--- src/rtl/uart_pkg.sv ---
`default_nettype none
// ==========================================================================
// Module   : uart_pkg
// Summary  : Shared UART link types and oversample divisor helper.
// Revision : 1.0
// ==========================================================================
package uart_pkg;

  typedef enum logic [1:0] {
    NOPARITY00 = 2'b00,
    ODD        = 2'b01,
    EVEN       = 2'b10,
    NOPARITY11 = 2'b11
  } parity_bit_t;

  typedef enum logic [1:0] {
    BAUD24  = 2'b00,
    BAUD48  = 2'b01,
    BAUD96  = 2'b10,
    BAUD192 = 2'b11
  } baud_rate_t;

  typedef enum logic [2:0] {
    RX_IDLE      = 3'd0,
    RX_START     = 3'd1,
    RX_DATA      = 3'd2,
    RX_PARITY    = 3'd3,
    RX_STOP      = 3'd4,
    RX_WAIT_IDLE = 3'd5
  } rx_state_t;

  // Rounded clock cycles per oversample tick (16 ticks per bit).
  function automatic int oversample_div(input baud_rate_t baud, input int clk_freq);
    int bps;
    case (baud)
      BAUD24:  bps = 2400;
      BAUD48:  bps = 4800;
      BAUD96:  bps = 9600;
      default: bps = 19200;
    endcase
    return (clk_freq + 8 * bps) / (16 * bps);
  endfunction

endpackage
`default_nettype wire

--- src/rtl/uart_rx_baud_gen.sv ---
`default_nettype none
// ==========================================================================
// Module   : uart_rx_baud_gen
// Summary  : Oversample tick generator; counter held at zero while disabled.
// Revision : 1.0
// ==========================================================================
module uart_rx_baud_gen
  import uart_pkg::*;
#(
  parameter int CLK_FREQ = 50_000_000
) (
  input  logic       clock,
  input  logic       reset,
  input  logic       enable,
  input  baud_rate_t baud_rate,
  output logic       tick
);

  localparam int c_DIV_MAX = oversample_div(BAUD24, CLK_FREQ);
  localparam int CW        = $clog2(c_DIV_MAX + 1);

  logic [CW-1:0] r_cnt;
  logic [CW-1:0] w_last;

  always_comb w_last = CW'(oversample_div(baud_rate, CLK_FREQ) - 1);

  assign tick = enable && (r_cnt == w_last);

  always_ff @(posedge clock) begin
    if (reset || !enable || tick) begin
      r_cnt <= '0;
    end else begin
      r_cnt <= r_cnt + CW'(1);
    end
  end

endmodule
`default_nettype wire

--- src/rtl/uart_rx_unit.sv ---
`default_nettype none
// ==========================================================================
// Module   : uart_rx_unit
// Summary  : 16x oversampled UART receiver with 3-sample majority vote.
// Revision : 1.0
// ==========================================================================
module uart_rx_unit
  import uart_pkg::*;
#(
  parameter int CLK_FREQ   = 50_000_000,
  parameter int OVERSAMPLE = 16
) (
  input  logic       clock,
  input  logic       reset,
  input  logic       data_rx,
  input  logic [1:0] baud_rate,
  input  logic [1:0] parity_type,
  output logic [7:0] data_out,
  output logic       done_flag,
  output logic       parity_error,
  output logic       framing_error,
  output logic       active_flag
);

  localparam int TW = $clog2(OVERSAMPLE);
  localparam logic [TW-1:0] c_SMP_FIRST  = TW'(7);
  localparam logic [TW-1:0] c_SMP_SECOND = TW'(8);
  localparam logic [TW-1:0] c_RESOLVE    = TW'(9);
  localparam logic [TW-1:0] c_LAST       = TW'(OVERSAMPLE - 1);

  rx_state_t   r_state, w_state_nxt;
  logic [1:0]  r_sync;
  logic        r_rx_prev;
  logic [TW-1:0] r_tcnt;
  logic [1:0]  r_smp;
  logic [2:0]  r_bit_idx;
  logic [7:0]  r_shift;
  logic        r_par_bit;
  baud_rate_t  r_baud;
  parity_bit_t r_parity;
  logic [7:0]  r_data_out;
  logic        r_done, r_perr, r_ferr, r_active;

  logic          w_rx, w_tick, w_enable, w_fall, w_majority;
  logic          w_resolve, w_bit_end, w_par_en, w_par_exp;
  logic          w_start_ok, w_frame_end;
  logic [TW-1:0] w_tcnt_nxt;

  assign w_rx       = r_sync[1];
  assign w_fall     = r_rx_prev & ~w_rx;
  assign w_enable   = (r_state != RX_IDLE) && (r_state != RX_WAIT_IDLE);
  assign w_tcnt_nxt = r_tcnt + TW'(1);
  // Samples land on ticks 7/8/9 of the bit; the vote completes on tick 9.
  assign w_resolve  = w_tick && (w_tcnt_nxt == c_RESOLVE);
  assign w_bit_end  = w_tick && (r_tcnt == c_LAST);
  assign w_majority = (r_smp[0] & r_smp[1]) | (r_smp[0] & w_rx) | (r_smp[1] & w_rx);
  assign w_par_en   = (r_parity == ODD) || (r_parity == EVEN);
  assign w_par_exp  = (r_parity == EVEN) ? ^r_shift : ~^r_shift;

  uart_rx_baud_gen #(
    .CLK_FREQ (CLK_FREQ)
  ) u_baud_gen (
    .clock     (clock),
    .reset     (reset),
    .enable    (w_enable),
    .baud_rate (r_baud),
    .tick      (w_tick)
  );

  always_comb begin
    w_state_nxt = r_state;
    w_start_ok  = 1'b0;
    w_frame_end = 1'b0;
    case (r_state)
      RX_IDLE: begin
        if (w_fall) w_state_nxt = RX_START;
      end
      RX_START: begin
        if (w_resolve) begin
          if (w_majority) w_state_nxt = RX_IDLE;
          else            w_start_ok  = 1'b1;
        end else if (w_bit_end) begin
          w_state_nxt = RX_DATA;
        end
      end
      RX_DATA: begin
        if (w_bit_end && (r_bit_idx == 3'd7)) w_state_nxt = w_par_en ? RX_PARITY : RX_STOP;
      end
      RX_PARITY: begin
        if (w_bit_end) w_state_nxt = RX_STOP;
      end
      RX_STOP: begin
        if (w_resolve) begin
          w_frame_end = 1'b1;
          w_state_nxt = w_majority ? RX_IDLE : RX_WAIT_IDLE;
        end
      end
      RX_WAIT_IDLE: begin
        if (w_rx) w_state_nxt = RX_IDLE;
      end
      default: w_state_nxt = RX_IDLE;
    endcase
  end

  always_ff @(posedge clock) begin
    if (reset) begin
      r_state    <= RX_IDLE;
      r_sync     <= 2'b11;
      r_rx_prev  <= 1'b1;
      r_tcnt     <= '0;
      r_smp      <= 2'b00;
      r_bit_idx  <= 3'd0;
      r_shift    <= 8'h00;
      r_par_bit  <= 1'b0;
      r_baud     <= BAUD24;
      r_parity   <= NOPARITY00;
      r_data_out <= 8'h00;
      r_done     <= 1'b0;
      r_perr     <= 1'b0;
      r_ferr     <= 1'b0;
      r_active   <= 1'b0;
    end else begin
      r_sync    <= {r_sync[0], data_rx};
      r_rx_prev <= w_rx;
      r_state   <= w_state_nxt;
      r_done    <= w_frame_end;

      if (r_state == RX_IDLE) r_tcnt <= '0;
      else if (w_tick)        r_tcnt <= w_tcnt_nxt;

      if (w_tick && (w_tcnt_nxt == c_SMP_FIRST))  r_smp[0] <= w_rx;
      if (w_tick && (w_tcnt_nxt == c_SMP_SECOND)) r_smp[1] <= w_rx;

      // Link configuration is frozen for the whole frame.
      if ((r_state == RX_IDLE) && w_fall) begin
        r_baud   <= baud_rate_t'(baud_rate);
        r_parity <= parity_bit_t'(parity_type);
      end

      if (r_state == RX_START)                   r_bit_idx <= 3'd0;
      else if ((r_state == RX_DATA) && w_bit_end) r_bit_idx <= r_bit_idx + 3'd1;

      if ((r_state == RX_DATA) && w_resolve)   r_shift   <= {w_majority, r_shift[7:1]};
      if ((r_state == RX_PARITY) && w_resolve) r_par_bit <= w_majority;

      if (w_start_ok)       r_active <= 1'b1;
      else if (w_frame_end) r_active <= 1'b0;

      if (w_frame_end) begin
        r_data_out <= r_shift;
        r_ferr     <= ~w_majority;
        r_perr     <= w_par_en && (r_par_bit != w_par_exp);
      end
    end
  end

  assign data_out      = r_data_out;
  assign done_flag     = r_done;
  assign parity_error  = r_perr;
  assign framing_error = r_ferr;
  assign active_flag   = r_active;

endmodule
`default_nettype wire

--- config.mk ---
export PLATFORM = sky130hd
export DESIGN_NAME = uart_rx_unit
export DESIGN_NICKNAME = d
export VERILOG_FILES = /design/src/rtl/uart_pkg.sv /design/src/rtl/uart_rx_baud_gen.sv /design/src/rtl/uart_rx_unit.sv
export SDC_FILE = /design/constraint.sdc
export NUM_CORES = 1
export LEC_CHECK = 0
export BUFFER_PORTS_ARGS = -buffer_cell sky130_fd_sc_hd__clkbuf_2
export CAP_MARGIN = 20
export CORE_ASPECT_RATIO = 1.1
export CORE_MARGIN = 4
export CORE_UTILIZATION = 59
export DETAILED_ROUTE_END_ITERATION = 10
export GPL_ROUTABILITY_DRIVEN = 0
export PLACE_DENSITY = 0.78
export SLEW_MARGIN = 15
export SYNTH_ARGS = -nofsm -noshare
export SYNTH_HDL_FRONTEND = slang
export SYNTH_SLANG_ARGS = --single-unit
--- constraint.sdc ---
create_clock -name clock -period 3.5 [get_ports clock]
set_input_delay 0 -clock clock [delete_from_list [all_inputs] [get_ports clock]]
set_output_delay 0 -clock clock [all_outputs]
set_load 0.01 [all_outputs]
==> results of run 1 <==
## metal layers
metal  part of all wire  wire (um)  track usage
met5                  0          0            0
met4              0.021        104       0.0771
met1               0.47       2310        0.237
met3              0.029        141       0.0413
met2               0.48       2400        0.324
## repair_timing
action,4_1_cts,5_1_grt
hold buffers,5,0
hold endpoints to repair,5,0
buffers inserted,0,0
## flip-flops by register name, indices dropped and copies added, names as in the netlist
name / cells
r_state: 3
r_sync: 2
r_baud: 2
r_bit_idx: 3
r_smp: 2
r_parity: 2
data_out: 8
parity_error: 1
r_tcnt: 4
framing_error: 1
r_rx_prev: 1
u_baud_gen.r_cnt: 11
r_par_bit: 1
done_flag: 1
r_shift: 8
active_flag: 1
## worst register-to-register path, cell delays in order, from the launching register on
cell,delay [ns]
dfxtp_1,0.51
nor3_1,0.12
a2111oi_2,0.40
nor2_1,0.09
or4_4,0.60
nor3_4,0.50
mux2i_1,0.26
nor2_1,0.05
## cells by family (layout without fill, tap and decap cells)
| group | count (synthesis) | after routing | share of synthesized area |
|---|---|---|---|
| compound gates | 33 | 33 | 0.0810 |
| xor+xnor | 23 | 23 | 0.0781 |
| fa+ha+maj | 9 | 9 | 0.0427 |
| buf+inv | 25 | 42 | 0.0456 |
| flops | 51 | 51 | 0.396 |
| mux | 30 | 30 | 0.116 |
| simple gates | 127 | 127 | 0.240 |
## through the flow
step	worst slack (ns)	power [mW]	utilization
floorplan	1.07	0.813	-
global placement	0.913	0.852	0.653
detailed placement	0.894	0.853	0.653
CTS	0.878	1.22	0.689
global route	0.673	1.28	0.689
finish	0.847	1.21	0.689
## cell usage after synthesis, drive strengths merged, types with 2 or more instances
| library cell | instances | area [um^2] |
|---|---|---|
| mux2i | 30 | 300 |
| xnor2 | 14 | 123 |
| o21ai | 9 | 45.0 |
| a21oi | 12 | 63.8 |
| clkbuf | 10 | 37.5 |
| nor2b | 3 | 18.8 |
| ha | 8 | 100 |
| and2 | 2 | 12.5 |
| nor2 | 62 | 233 |
| or2 | 6 | 37.5 |
| or3b | 2 | 17.5 |
| dfxtp | 51 | 1020 |
| a31oi | 2 | 12.5 |
| nand2b | 4 | 25.0 |
| nand2 | 14 | 52.6 |
| a21o | 2 | 15.0 |
| xor2 | 9 | 78.8 |
| a211o | 2 | 17.5 |
| nand4 | 2 | 12.5 |
| nand3b | 3 | 22.5 |
| and3 | 5 | 31.3 |
| nor3 | 7 | 46.3 |
| nor3b | 3 | 22.5 |
| nand3 | 9 | 45.0 |
| buf | 5 | 42.5 |
| o22ai | 2 | 12.5 |
| inv | 10 | 37.5 |
## worst paths after layout
path | slack, ns | end | cells after the start | startpoint
max | 0.85 | r_shift[5] | 7 | r_baud[1]
min reg2reg | 0.42 | r_sync[1] | 1 | r_sync[0]
max reg2reg | 0.85 | r_shift[5] | 7 | r_baud[1]
min | 0.33 | r_shift[1] | 2 | reset
## power by group through the flow
stage / clock network [mW] / registers, mW / logic, mW
after floorplan: 0 / 0.631 / 0.182
after global placement: 0 / 0.664 / 0.188
after detailed placement: 0 / 0.663 / 0.190
after CTS: 0.368 / 0.649 / 0.200
after global routing: 0.392 / 0.657 / 0.227
final: 0.361 / 0.651 / 0.200
## final cells by class
cell class / count / area [um^2] / share of cell area
inverters: 10 / 37.5 / 0.0133
repair buffers: 24 / 148 / 0.0524
well taps: 52 / 65.1 / 0.0231
clock buffers: 6 / 82.6 / 0.0293
flip-flops and latches: 51 / 1020 / 0.363
multi-input cells: 222 / 1450 / 0.513
clock inverters: 2 / 16.3 / 0.00578
==> impl_metrics.env, run 1 <==
export IMPL_status="finished clean"
export IMPL_drc_errors=0
export IMPL_syn_area_um2=2580
export IMPL_fin_cells=367
export IMPL_peakVddDrop_v=0.000310
export IMPL_critPathMaxStageDelay_ns=0.60
export IMPL_max_freq_mhz=377
export IMPL_crit_required_ns=3.68
export IMPL_die_w_um=71.0
export IMPL_cp_slowest_cell="or4_4"
export IMPL_ys_seq_area_frac=0.396
export IMPL_comb_power_share=0.165
export IMPL_drv_cap=0
export IMPL_async_flop_share=0
export IMPL_final_cell_mix="nor2_1 (62), dfxtp_1 (51), mux2i_1 (30)"
export IMPL_swShare=0.300
export IMPL_dpl_instance_area_um2=2670
export IMPL_drtIter0Drc=116
export IMPL_htree_num_levels=2
export IMPL_synth_seq_cells=51
export IMPL_p_clk_frac=0.298
export IMPL_fin_worst_skew_ns=0.00835
export IMPL_antenna_found_initial=0
export IMPL_setup_viol_count_final=0
export IMPL_rsz0062_at_grt="false"
export IMPL_p_seq_frac=0.537
export IMPL_clockBufferDepth=2
export IMPL_p_sw_mw=0.364
export IMPL_drive_above_1_share=0.117
export IMPL_die_area_um2=5490
export IMPL_rows=24
export IMPL_critPathLaunchType="flop"
export IMPL_critPathTopFamily="simple AND/OR/NAND/NOR gates"
export IMPL_via_per_inst=5.54
export IMPL_area_growth_pct=9.17
export IMPL_syn_inst=298
export IMPL_hpwl_mm=3.43
export IMPL_slew_headroom=0.531
export IMPL_cts_buffers=5
export IMPL_drv_slew=0
export IMPL_clk_pin_slew_ns=0.10
export IMPL_synth_edf_count=0
export IMPL_first_pass_iters=5
export IMPL_power_leakage_nw=1.07
export IMPL_die_h_um=77.3
export IMPL_finalHoldViolCount=0
export IMPL_port_buffers=18
export IMPL_avgSynthCellArea_um2=8.65
export IMPL_grt_pass1_vias=1992
export IMPL_hold_class="input pin to flop"
export IMPL_cts_tree="yes"
export IMPL_design_area_um2=2820
export IMPL_tns_ns=0
export IMPL_power_internal_mw=0.848
export IMPL_cts_root_buf="clkbuf_8"
export IMPL_netlist_cell_type_count=43
export IMPL_grt_remaining_overflow=0
export IMPL_cp_num_buf_inv=0
export IMPL_postRouteWirelength_mm=4.95
export IMPL_wl_per_cell_um=13.5
export IMPL_initial_core_util=0.631
export IMPL_powerDensity_nw_per_um2=431
export IMPL_syn_nets=313
export IMPL_pin_count=19
export IMPL_finalCriticalPeriod_ns=2.65
export IMPL_n_antenna_cell=0
export IMPL_crit_chain="nor3_1, a2111oi_2, nor2_1, or4_4, nor3_4, mux2i_1, nor2_1"
export IMPL_hold_ws_ns=0.331
export IMPL_cts_sinks=51
export IMPL_ys_flop_type="dfxtp_1"
export IMPL_layout_commonest_cell="nor2_1"
export IMPL_grt_usage=0.192
export IMPL_core_area_um2=4080
export IMPL_dp_cells=354
export IMPL_vias=2032
export IMPL_fillers=341
export IMPL_drt_antenna_violating_nets=0
export IMPL_cp_end_kind="flop"
export IMPL_grt_pass1_wl_mm=8.66
export IMPL_tightest_slew_ns=0.704
export IMPL_cp_arrival_ns=2.83
export IMPL_grt_max_degree=38
export IMPL_criticalPathCategory="flop to flop"
export IMPL_cp_common_cell="nor2_1"
export IMPL_ys_warn_count=0
export IMPL_cts_resized=0
export IMPL_fin_crit_sh=0.758
export IMPL_nNetsFinal=329
export IMPL_clk_insertion_delay_late_ns=0.31
export IMPL_crit_fanout=10
Note: power is estimated with default switching activity, not from simulation.
==> run 2: changes to the inputs <==
--- a/config.mk
+++ b/config.mk
@@ -5,6 +5,7 @@
 export SDC_FILE = /design/constraint.sdc
 export NUM_CORES = 1
 export LEC_CHECK = 0
+export ABC_AREA = 1
 export BUFFER_PORTS_ARGS = -buffer_cell sky130_fd_sc_hd__clkbuf_2
 export CAP_MARGIN = 20
 export CORE_ASPECT_RATIO = 1.1
==> constraint.sdc (replaced) <==
create_clock -name clock -period 2.75 [get_ports clock]
set_input_delay 0 -clock clock [delete_from_list [all_inputs] [get_ports clock]]
set_output_delay 0 -clock clock [all_outputs]
set_load 0.01 [all_outputs]
==> run 2 against run 1 <==
Die area down 1.2%. Largest power group unchanged. Critical path type unchanged. Highest routed layer unchanged. Register-to-register slack lost 0.03 ns. Non-clock buffer count unchanged. Sequential power increased by 25%. Global-route usage about the same. Setup slack worse by 0.033 ns. Clock-buffer cell count down 1. Largest cell class unchanged. Routed wire length is 3.6% lower.
==> impl_metrics.env, run 2 <==
export IMPL_via_per_inst=5.03
export IMPL_grt_pass1_wl_mm=8.52
export IMPL_first_pass_iters=4
export IMPL_max_freq_mhz=516
export IMPL_critPathTopFamily="simple AND/OR/NAND/NOR gates"
export IMPL_port_buffers=18
export IMPL_critPathLaunchType="flop"
export IMPL_cp_slowest_cell="dfxtp_1"
export IMPL_finalCriticalPeriod_ns=1.94
export IMPL_cts_tree="yes"
export IMPL_grt_usage=0.192
export IMPL_wl_per_cell_um=11.4
export IMPL_drc_errors=0
export IMPL_async_flop_share=0
export IMPL_drv_slew=0
export IMPL_die_area_um2=5430
export IMPL_dp_cells=405
export IMPL_fin_cells=418
export IMPL_area_growth_pct=11.0
export IMPL_synth_common_cells="nand2_1 (64), dfxtp_1 (51), inv_1 (51)"
export IMPL_antenna_found_initial=0
export IMPL_tns_ns=0
export IMPL_fin_worst_skew_ns=0.0136
export IMPL_syn_area_um2=2540
export IMPL_drv_cap=0
export IMPL_cp_num_buf_inv=3
export IMPL_clk_insertion_delay_late_ns=0.31
export IMPL_drt_antenna_violating_nets=0
export IMPL_n_antenna_cell=0
export IMPL_crit_chain="ha_1, xnor2_1, inv_1, nor2_1, nand2_1, inv_1, nand3_4, nor2_8, inv_2, nor2_2, nand2_1, nand2_1"
export IMPL_crit_required_ns=3.01
export IMPL_pin_count=19
export IMPL_netlist_cell_type_count=33
export IMPL_postRouteWirelength_mm=4.77
export IMPL_drive_above_1_share=0.148
export IMPL_htree_num_levels=2
export IMPL_syn_nets=355
export IMPL_synth_edf_count=0
export IMPL_fillers=319
export IMPL_hold_class="input pin to flop"
export IMPL_largest_reg_flops=11
export IMPL_critPathMaxStageDelay_ns=0.43
export IMPL_die_w_um=70.6
export IMPL_vias=2104
export IMPL_hpwl_mm=3.51
export IMPL_cp_arrival_ns=2.19
export IMPL_ys_warn_count=0
export IMPL_grt_remaining_overflow=0
export IMPL_synth_area_leaders="dfxtp_1 (40%), nand2_1 (9.4%), inv_1 (7.5%)"
export IMPL_die_h_um=76.9
export IMPL_slew_headroom=0.716
export IMPL_clk_pin_slew_ns=0.09
export IMPL_tightest_slew_ns=0.425
export IMPL_powerDensity_nw_per_um2=656
export IMPL_grt_max_degree=22
export IMPL_cts_root_buf="clkbuf_8"
export IMPL_nNetsFinal=380
export IMPL_grt_pass1_vias=2036
export IMPL_peakVddDrop_v=0.000428
export IMPL_post_synth_top_count_cell="nand2_1"
export IMPL_finalHoldViolCount=0
export IMPL_criticalPathCategory="flop to flop"
export IMPL_synth_top_area_frac=0.401
export IMPL_setup_viol_count_final=0
export IMPL_clockBufferDepth=2
export IMPL_power_mw=1.85
export IMPL_status="finished clean"
export IMPL_final_cell_mix="nand2_1 (64), inv_1 (51), dfxtp_1 (51)"
export IMPL_initial_core_util=0.628
export IMPL_finish_utilization=0.697
export IMPL_cts_buffers=5
export IMPL_crit_fanout=18
export IMPL_ys_seq_area_frac=0.401
export IMPL_regMostFlops="u_baud_gen.r_cnt"
export IMPL_fin_crit_sh=0.704
export IMPL_cp_end_kind="flop"
export IMPL_cts_sinks=51
export IMPL_ys_flop_type="dfxtp_1"
export IMPL_core_area_um2=4050
export IMPL_yosys_area_top_type="dfxtp_1"
export IMPL_rows=24
export IMPL_drtIter0Drc=133
export IMPL_layout_commonest_cell="nand2_1"
export IMPL_power_leakage_nw=1.26
export IMPL_cp_common_cell="nand2_1"
export IMPL_syn_inst=340
export IMPL_rsz0062_at_grt="false"
export IMPL_synth_seq_cells=51
export IMPL_avgSynthCellArea_um2=7.49
export IMPL_postCtsSetupBuffers=0
-- run 2: cell count changes in the layout (fill, tap and decap cells not counted), sizes merged, moves of 16 or more --
cell	change
mux2i	-30
nand2	+56
nor2	-17
inv	+44
a21oi	+16
-- run 2: path summary, 6_finish.rpt --
check / from / endpoint / slack, ns / depth (start not counted)
max: r_tcnt[1] / framing_error / 0.81 / 12
max reg2reg: r_tcnt[1] / framing_error / 0.81 / 12
min: reset / active_flag / 0.15 / 2
min reg2reg: r_sync[0] / r_sync[1] / 0.44 / 1
-- run 2: repair_timing --
action,4_1_cts,5_1_grt
hold endpoints to repair,5,0
gates resized for setup,0,0
hold buffers,5,0
-- run 2: stage by stage --
step	area (um^2)	setup slack, ns	hold slack [ns]
4_1_cts	2820	0.806	0.153
3_5_place_dp	2660	0.834	0.198
5_1_grt	2820	0.535	0.183
2_1_floorplan	2540	0.974	0.0733
3_3_place_gp	2660	0.883	0.184
6_report	2820	0.814	0.154
-- run 2: worst reg2reg max path, cell delays in order, from the launching register on --
cell and delay, ns:
dfxtp_1 0.43, ha_1 0.23, xnor2_1 0.15, inv_1 0.07, nor2_1 0.14, nand2_1 0.07
inv_1 0.11, nand3_4 0.14, nor2_8 0.25, inv_2 0.09, nor2_2 0.11, nand2_1 0.06
nand2_1 0.05
-- run 2: cell families after synthesis --
| group | count (synthesis) | share of synthesized area |
|---|---|---|
| and+or+nand+nor | 147 | 0.269 |
| AOI/OAI and AO/OA | 62 | 0.151 |
| buffers and inverters | 60 | 0.0978 |
| DFF | 51 | 0.401 |
| xor gates and xnor gates | 12 | 0.0413 |
| adders and majority gates | 8 | 0.0393 |
-- run 2: layer usage --
layer	GRT usage	wire [um]
met5	0	0
met4	0.0695	78
met3	0.0444	158
met2	0.335	2310
met1	0.226	2230
-- run 2: final cells by class --
class                   count  area (um^2)  share of cell area
clock buffers               5         68.8              0.0244
clock inverters             3         43.8              0.0155
inverters                  54          203              0.0718
multi-input cells         229         1270               0.451
flip-flops and latches     51         1020               0.362
well taps                  52         65.1              0.0230
repair buffers             24          148              0.0523
-- run 2: where the power goes --
group / internal [mW] / total (mW) / switching [mW]
Sequential: 0.779 / 0.814 / 0.0346
Clock: 0.271 / 0.519 / 0.248
Combinational: 0.178 / 0.520 / 0.342
